[config.mk]
export PLATFORM = sky130hd
export DESIGN_NAME = lsu_axi_master
export DESIGN_NICKNAME = d
export VERILOG_FILES = /design/src/rtl/lsu_axi_master_pkg.sv /design/src/rtl/lsu_axi_master.sv
export SDC_FILE = /design/constraint.sdc
export NUM_CORES = 1
export LEC_CHECK = 0
export CAP_MARGIN = 20
export CELL_PAD_IN_SITES_DETAIL_PLACEMENT = 1
export CELL_PAD_IN_SITES_GLOBAL_PLACEMENT = 2
export CORE_MARGIN = 4
export CORE_UTILIZATION = 20
export DETAILED_ROUTE_END_ITERATION = 6
export HOLD_SLACK_MARGIN = 0.12
export PLACE_DENSITY = 0.83
export REMOVE_ABC_BUFFERS = 1
export SYNTH_ARGS = -nofsm -noshare
export SYNTH_HDL_FRONTEND = slang
export SYNTH_SLANG_ARGS = --single-unit
[constraint.sdc]
create_clock -name M_AXI_ACLK -period 3.5 [get_ports M_AXI_ACLK]
set_input_delay 0.525 -clock M_AXI_ACLK [delete_from_list [all_inputs] [get_ports M_AXI_ACLK]]
set_output_delay 0.525 -clock M_AXI_ACLK [all_outputs]
set_load 0.01 [all_outputs]
[src/rtl/lsu_axi_master_pkg.sv]
`default_nettype none
// ---------------------------------------------------------------------------
// lsu_axi_master_pkg : shared FSM encoding, AXI response and LSU size codes
// Revision: 1.0
// ---------------------------------------------------------------------------
package lsu_axi_master_pkg;

  localparam int OPT_WIDTH = 3;

  localparam logic [OPT_WIDTH-1:0] OPT_LSU_SB = 3'b001;
  localparam logic [OPT_WIDTH-1:0] OPT_LSU_SH = 3'b010;
  localparam logic [OPT_WIDTH-1:0] OPT_LSU_SW = 3'b100;

  localparam logic [1:0] RESP_OKAY   = 2'b00;
  localparam logic [1:0] RESP_EXOKAY = 2'b01;
  localparam logic [1:0] RESP_SLVERR = 2'b10;
  localparam logic [1:0] RESP_DECERR = 2'b11;

  typedef enum logic [2:0] {
    ST_IDLE    = 3'd0,
    ST_RD_ADDR = 3'd1,
    ST_RD_DATA = 3'd2,
    ST_WR_REQ  = 3'd3,
    ST_WR_RESP = 3'd4
  } state_t;

  function automatic logic resp_is_err(input logic [1:0] resp);
    return (resp == RESP_SLVERR) || (resp == RESP_DECERR);
  endfunction

endpackage
`default_nettype wire

[src/rtl/lsu_axi_master.sv]
`default_nettype none
// ---------------------------------------------------------------------------
// lsu_axi_master : single-outstanding AXI4-Lite master for core loads/stores
// Revision: 1.0
// ---------------------------------------------------------------------------
module lsu_axi_master
  import lsu_axi_master_pkg::*;
#(
  parameter int ADDR_W = 32,
  parameter int DATA_W = 32,
  parameter int OPT_W  = OPT_WIDTH
) (
  input  logic              M_AXI_ACLK,
  input  logic              M_AXI_ARESET,

  input  logic              req_valid,
  output logic              req_ready,
  input  logic              req_wen,
  input  logic [ADDR_W-1:0] req_addr,
  input  logic [DATA_W-1:0] req_wdata,
  input  logic [OPT_W-1:0]  req_size,

  output logic              rsp_valid,
  output logic [DATA_W-1:0] rsp_rdata,
  output logic              rsp_err,

  output logic [ADDR_W-1:0] M_AXI_ARADDR,
  output logic              M_AXI_ARVALID,
  input  logic              M_AXI_ARREADY,

  input  logic [DATA_W-1:0] M_AXI_RDATA,
  input  logic [1:0]        M_AXI_RRESP,
  input  logic              M_AXI_RVALID,
  output logic              M_AXI_RREADY,

  output logic [ADDR_W-1:0] M_AXI_AWADDR,
  output logic              M_AXI_AWVALID,
  input  logic              M_AXI_AWREADY,

  output logic [DATA_W-1:0] M_AXI_WDATA,
  output logic [OPT_W-1:0]  M_AXI_WSTRB,
  output logic              M_AXI_WVALID,
  input  logic              M_AXI_WREADY,

  input  logic [1:0]        M_AXI_BRESP,
  input  logic              M_AXI_BVALID,
  output logic              M_AXI_BREADY
);

  state_t            state;
  state_t            state_nx;
  logic              aw_done;
  logic              w_done;
  logic [ADDR_W-1:0] addr_q;
  logic [DATA_W-1:0] wdata_q;
  logic [OPT_W-1:0]  size_q;

  logic accept;
  logic ar_hs;
  logic r_hs;
  logic aw_hs;
  logic w_hs;
  logic b_hs;

  assign req_ready     = (state == ST_IDLE);
  assign accept        = req_valid && req_ready;

  // All VALID/READY outputs decode from state so reset clears them in one cycle.
  assign M_AXI_ARVALID = (state == ST_RD_ADDR);
  assign M_AXI_RREADY  = (state == ST_RD_DATA);
  assign M_AXI_AWVALID = (state == ST_WR_REQ) && !aw_done;
  assign M_AXI_WVALID  = (state == ST_WR_REQ) && !w_done;
  assign M_AXI_BREADY  = (state == ST_WR_RESP);

  assign M_AXI_ARADDR  = addr_q;
  assign M_AXI_AWADDR  = addr_q;
  assign M_AXI_WDATA   = wdata_q;
  assign M_AXI_WSTRB   = size_q;

  assign ar_hs = M_AXI_ARVALID && M_AXI_ARREADY;
  assign r_hs  = M_AXI_RVALID  && M_AXI_RREADY;
  assign aw_hs = M_AXI_AWVALID && M_AXI_AWREADY;
  assign w_hs  = M_AXI_WVALID  && M_AXI_WREADY;
  assign b_hs  = M_AXI_BVALID  && M_AXI_BREADY;

  always_ff @(posedge M_AXI_ACLK) begin
    if (M_AXI_ARESET) begin
      state <= ST_IDLE;
    end else begin
      state <= state_nx;
    end
  end

  always_comb begin
    state_nx = state;
    case (state)
      ST_IDLE:    if (accept) state_nx = req_wen ? ST_WR_REQ : ST_RD_ADDR;
      ST_RD_ADDR: if (ar_hs)  state_nx = ST_RD_DATA;
      ST_RD_DATA: if (r_hs)   state_nx = ST_IDLE;
      // AW and W complete independently; either may finish first.
      ST_WR_REQ:  if ((aw_done || aw_hs) && (w_done || w_hs)) state_nx = ST_WR_RESP;
      ST_WR_RESP: if (b_hs)   state_nx = ST_IDLE;
      default:    state_nx = ST_IDLE;
    endcase
  end

  always_ff @(posedge M_AXI_ACLK) begin
    if (M_AXI_ARESET) begin
      addr_q    <= '0;
      wdata_q   <= '0;
      size_q    <= '0;
      aw_done   <= 1'b0;
      w_done    <= 1'b0;
      rsp_valid <= 1'b0;
      rsp_err   <= 1'b0;
      rsp_rdata <= '0;
    end else begin
      if (accept) begin
        addr_q  <= req_addr;
        wdata_q <= req_wdata;
        size_q  <= req_size;
        aw_done <= 1'b0;
        w_done  <= 1'b0;
      end else begin
        if (aw_hs) aw_done <= 1'b1;
        if (w_hs)  w_done  <= 1'b1;
      end
      rsp_valid <= r_hs || b_hs;
      if (r_hs) begin
        rsp_rdata <= M_AXI_RDATA;
        rsp_err   <= resp_is_err(M_AXI_RRESP);
      end else if (b_hs) begin
        rsp_err   <= resp_is_err(M_AXI_BRESP);
      end else begin
        rsp_err   <= 1'b0;
      end
    end
  end

endmodule
`default_nettype wire

After elaboration in Yosys (flattened, before gate mapping)
Cells that the tools add are included.

word-level totals
  bits of input ports = 112
  register bits after elaboration = 106
  output and inout bits = 139
  word-level logic and storage cells = 50

operators by class
  multiplexer cells = 9
  eq/ne operators = 13
  reduce and logical (&&, ||, !) cells = 19

operator list
  operator                                             number
  two-way mux 3 bit                                    5
  case mux 3 bit (5 select lines)                      1
  != test 2 x 1 -> 1 bit, second input constant        5
  logical AND 1 bit                                    9
  equality test 2 bit, second input constant           4
  equality test 3 x 2 -> 1 bit, second input constant  2
  logical OR 1 bit                                     5
  AND reduction 5 bit                                  1
  equality test 3 x 1 -> 1 bit, second input constant  1
  equality test 3 bit, second input constant           1
  logical NOT 3 bit                                    1
  logical NOT 1 bit                                    2
  two-way mux 1 bit                                    2
  two-way mux 2 bit                                    1
  OR reduction 2 bit                                   1

Longest topological paths before layout
  depth in word-level cells = 7
  gate-level depth with buffers = 8
  gate-level depth less buffers = 4

Worst setup path after synthesis
Ideal clock, no wire load.

  path type = register to register
  from = register state[1]
  to = register addr_q[0] (netlist: M_AXI_ARADDR[0])
  arrival time = 1.488 ns
  library setup time = 0.132 ns
  path buffers = 3
  clock period less this slack = 1.620 ns
  stages on the path, launching flop included = 8
  data required time = 3.368 ns
  setup slack = 1.880 ns
  cells stage by stage = dfxtp_1 buf_6 nor3_1 nand2_1 buf_2 buf_1 nand2_1 a21oi_1

on the way
  longest elaborated chain between the ends = 2

RTL lines
  element                 line                   source
  start, declared         lsu_axi_master.sv:50   state_t state;
  start signal, assigned  lsu_axi_master.sv:90   state <= state_nx;
  logical NOT 3 bit       lsu_axi_master.sv:65   assign req_ready = (state == ST_IDLE);
  via req_ready           lsu_axi_master.sv:17   output logic req_ready,
  logical AND 1 bit       lsu_axi_master.sv:66   assign accept = req_valid && req_ready;
  end signal, assigned    lsu_axi_master.sv:119  addr_q <= req_addr;
  end, declared           lsu_axi_master.sv:54   logic [ADDR_W-1:0] addr_q;

The timed path passes the listed nets, and every way through them passes these cells.
A chain may end at the register's enable or synchronous reset.

Worst setup path in the final report
  from = register state[1]
  to = output port M_AXI_WVALID

on the way
  longest elaborated chain between the ends = 2

RTL lines
  element                       line                  source
  equality test 3 x 2 -> 1 bit  lsu_axi_master.sv:72  assign M_AXI_WVALID = (state == ST_WR_REQ) && !w_done;
  logical AND 1 bit             lsu_axi_master.sv:72
  end, declared                 lsu_axi_master.sv:42  output logic M_AXI_WVALID,

Every way passes these cells.

==> reports/results.ini <==
[cts]
clk_root_buffer_cell = clkbuf_16
cts_setup_buffers = 0
cts.reportedPaths.clkPinSlew_ns = 0.07
h-tree-depth = 3
numCtsBuffers = 9
cts_hold_buf = 0
cts_tree = built
cts_resized = 0
cts_num_sinks = 106
clkLatencyLatePin_ns = 0.34
clock_path_buffers = 2

[detailed_routing]
first_pass_iters = 4
ant_nets = 0
drt_iter0_markers = 204
drc = 0
detail_route.wirelength_mm = 14.69
viasPerCell = 4.087
via_count = 3989
avgRoutedWirePerCell_um = 15.06

[timing]
relSlewSlack_pct = 59.63
hold_viol = 0
worstMarginPinSlew_ns = 0.6055
tns_ns = 0
fmax_mhz = 422.4
finalCritPeriodShare_pct = 67.64
whs_ns = 0.4515
fin_ws_ns = 1.133
setup_viol = 0
fin_skew_ns = 0.005482
maxSlewViolCount = 0
post-route-min-period_ns = 2.367
rsz0062_at_grt = no

[cells_and_area]
n_antenna_cell = 0
fin_util_pct = 34.62
syn_to_final_growth_pct = 69.67
final_area_mm2 = 0.006783
drive_gt1_share_pct = 3.376
n_fill_cell = 2336
fin_nets = 818
stdcell_count = 976

[global_routing]
grt.overflow.total = 0
gr-usage-all-layers_pct = 12.84
grt_pass1_wl_mm = 22.75
grt_pass1_vias = 4113
antenna_found_initial = 0
grt_max_degree = 58

[worst_setup_path]
slowest_delay_ns = 0.56
rr_endpoint = M_AXI_ARADDR[1]$_SDFFE_PP0P_
crit_chain = nor2b_1 -> nand2_1 -> nor2_1 -> clkdlybuf4s50_1
cp_data_required_time_ns = 2.97
crit_fanout = 11
cpMaxStageDelayCell = clkdlybuf4s50_1
cp-end-kind = primary output
reg2reg_slack_ns = 1.60
critPathKind = register to primary output
timing.rr.start = state[1]$_SDFFE_PP0P_
start_kind = register
cp.arrival_ns = 1.84
reg2regPathDepth = 5

[pwr]
p_clk_share_pct = 34.4
total_power_mw = 3.070
peakVddDrop_uv = 248.3
p_int_mw = 2.253
total_leakage_power_nw = 2.374
switching_share_pct = 26.60
switchingPower_mw = 0.8165
pwr-share-seq_pct = 43.8
power_density_mw_per_mm2 = 452.6
comb_power_share_pct = 21.9

[run]
max-cap-violations = 0

[synth]
syn_inst = 510
synthFlopType = dfxtp_1
synth-seq-cells = 106
async_flop_share_pct = 0
synth_area_mm2 = 0.003998
synth_cell_types = 24
ys_warn_count = 0
ys_seq_area_share_pct = 53.08
synth_edf_count = 0
syn_avg_cell_area_um2 = 7.838

[floorplan]
fp.dieH_um = 149.4
chipWidth_um = 149.4
rows = 51
core_mm2 = 0.01959
start_util_pct = 20.41
die-area_mm2 = 0.02231
pin_count = 251

[min_path]
min_from = M_AXI_WDATA[1]$_SDFFE_PP0P_
hold_path.class = register to register
whs_path_depth = 2
hold_end = M_AXI_WDATA[1]$_SDFFE_PP0P_

[place]
gp_congestion = 0.7182
dp_hpwl_mm = 10.61
place_ws_ns = 1.297
dp.cells = 960
numPortBuffers = 248
place_area_mm2 = 0.006476

[outcome]
outcome = finished clean

-- how the worst max path moves through the flow --
| stage | from | end | depth (start not counted) |
|---|---|---|---|
| global route | state[2]$_SDFFE_PP0P_ | M_AXI_BREADY | 2 |
| CTS | state[2]$_SDFFE_PP0P_ | M_AXI_BREADY | 2 |
| detailed placement | M_AXI_RVALID | state[1]$_SDFFE_PP0P_ | 5 |
| finish | state[1]$_SDFFE_PP0P_ | M_AXI_WVALID | 4 |
| floorplan | state[1]$_SDFFE_PP0P_ | M_AXI_ARADDR[0]$_SDFFE_PP0P_ | 4 |
| global placement | M_AXI_RVALID | state[1]$_SDFFE_PP0P_ | 5 |
-- per-layer routing --
metal / track usage [%] / share of wire (%) / vias up
met5: 0 / 0 / -
met1: 15.66 / 42 / 1878
li1: - / - / 1992
met4: 4.439 / 1.6 / 0
met2: 22.29 / 51 / 109
met3: 2.887 / 5.3 / 10
-- kinds of logic (layout without fill, tap and decap cells) --
logic type | after synthesis | in the layout | synth area share, %
and+or+nand+nor | 223 | 223 | 21.97
buffers and inverters | 69 | 270 | 10.39
DFF | 106 | 106 | 53.08
AOI/OAI and AO/OA | 111 | 111 | 14.30
muxes | 1 | 1 | 0.2504
-- placed cells by master (no fill, tap or decap), types with 2 or more instances in the layout --
cell,n
nor3_1,3
a21oi_1,105
nor2b_1,2
clkdlybuf4s50_1,247
clkbuf_16,9
nor2_1,5
nand2_1,202
and2_1,3
clkinvlp_4,2
nor3b_1,2
buf_4,3
buf_12,3
dfxtp_1,106
o21ai_0,2
clkbuf_8,2
-- flip-flops by register name, summed over array words and instances (netlist names) --
name,count
M_AXI_ARADDR,32
M_AXI_WDATA,32
rsp_rdata,32
M_AXI_WSTRB,3
state,3
aw_done,1
rsp_err,1
rsp_valid,1
w_done,1
-- final cells by class --
class                      instances  area [µm²]  share of cell area [%]
timing repair buffer             253        2555                   37.67
sequential                       106        2122                   31.29
multi-input combinational        335        1464                   21.58
tap                              265       331.6                   4.888
clock buffer                      12       256.5                   3.782
clock inverter                     4       50.05                  0.7379
inverter                           1       3.754                 0.05534
-- power by group through the flow --
| stage | combinational [mW] | clock (mW) | sequential (mW) |
|---|---|---|---|
| finish | 0.671 | 1.05 | 1.34 |
| detailed placement | 0.685 | 0 | 1.37 |
| CTS | 0.689 | 1.12 | 1.34 |
| global route | 0.731 | 1.15 | 1.36 |
| global placement | 0.680 | 0 | 1.37 |
| floorplan | 0.169 | 0 | 1.42 |
-- cell usage after synthesis, types with 2 or more instances --
master    count  area share (%)
a21oi_1     105              13
nand2_1     203              19
nor3b_1       2            0.38
dfxtp_1     106              53
nor2b_1       2            0.31
clkbuf_1     20             1.9
and2_1        4            0.63
nor3_1        3            0.38
o21ai_0       2            0.25
buf_2        11             1.4
buf_6         2            0.56
nor2_1        5            0.47
buf_4        34             6.4
-- worst max-delay path: cells and delay by family (launching register included) --
family	cells	cell delay, ns
DFF	1	0.51
buffers and inverters	1	0.56
and+or+nand+nor	3	0.43
(Power assumes the default switching activity.)
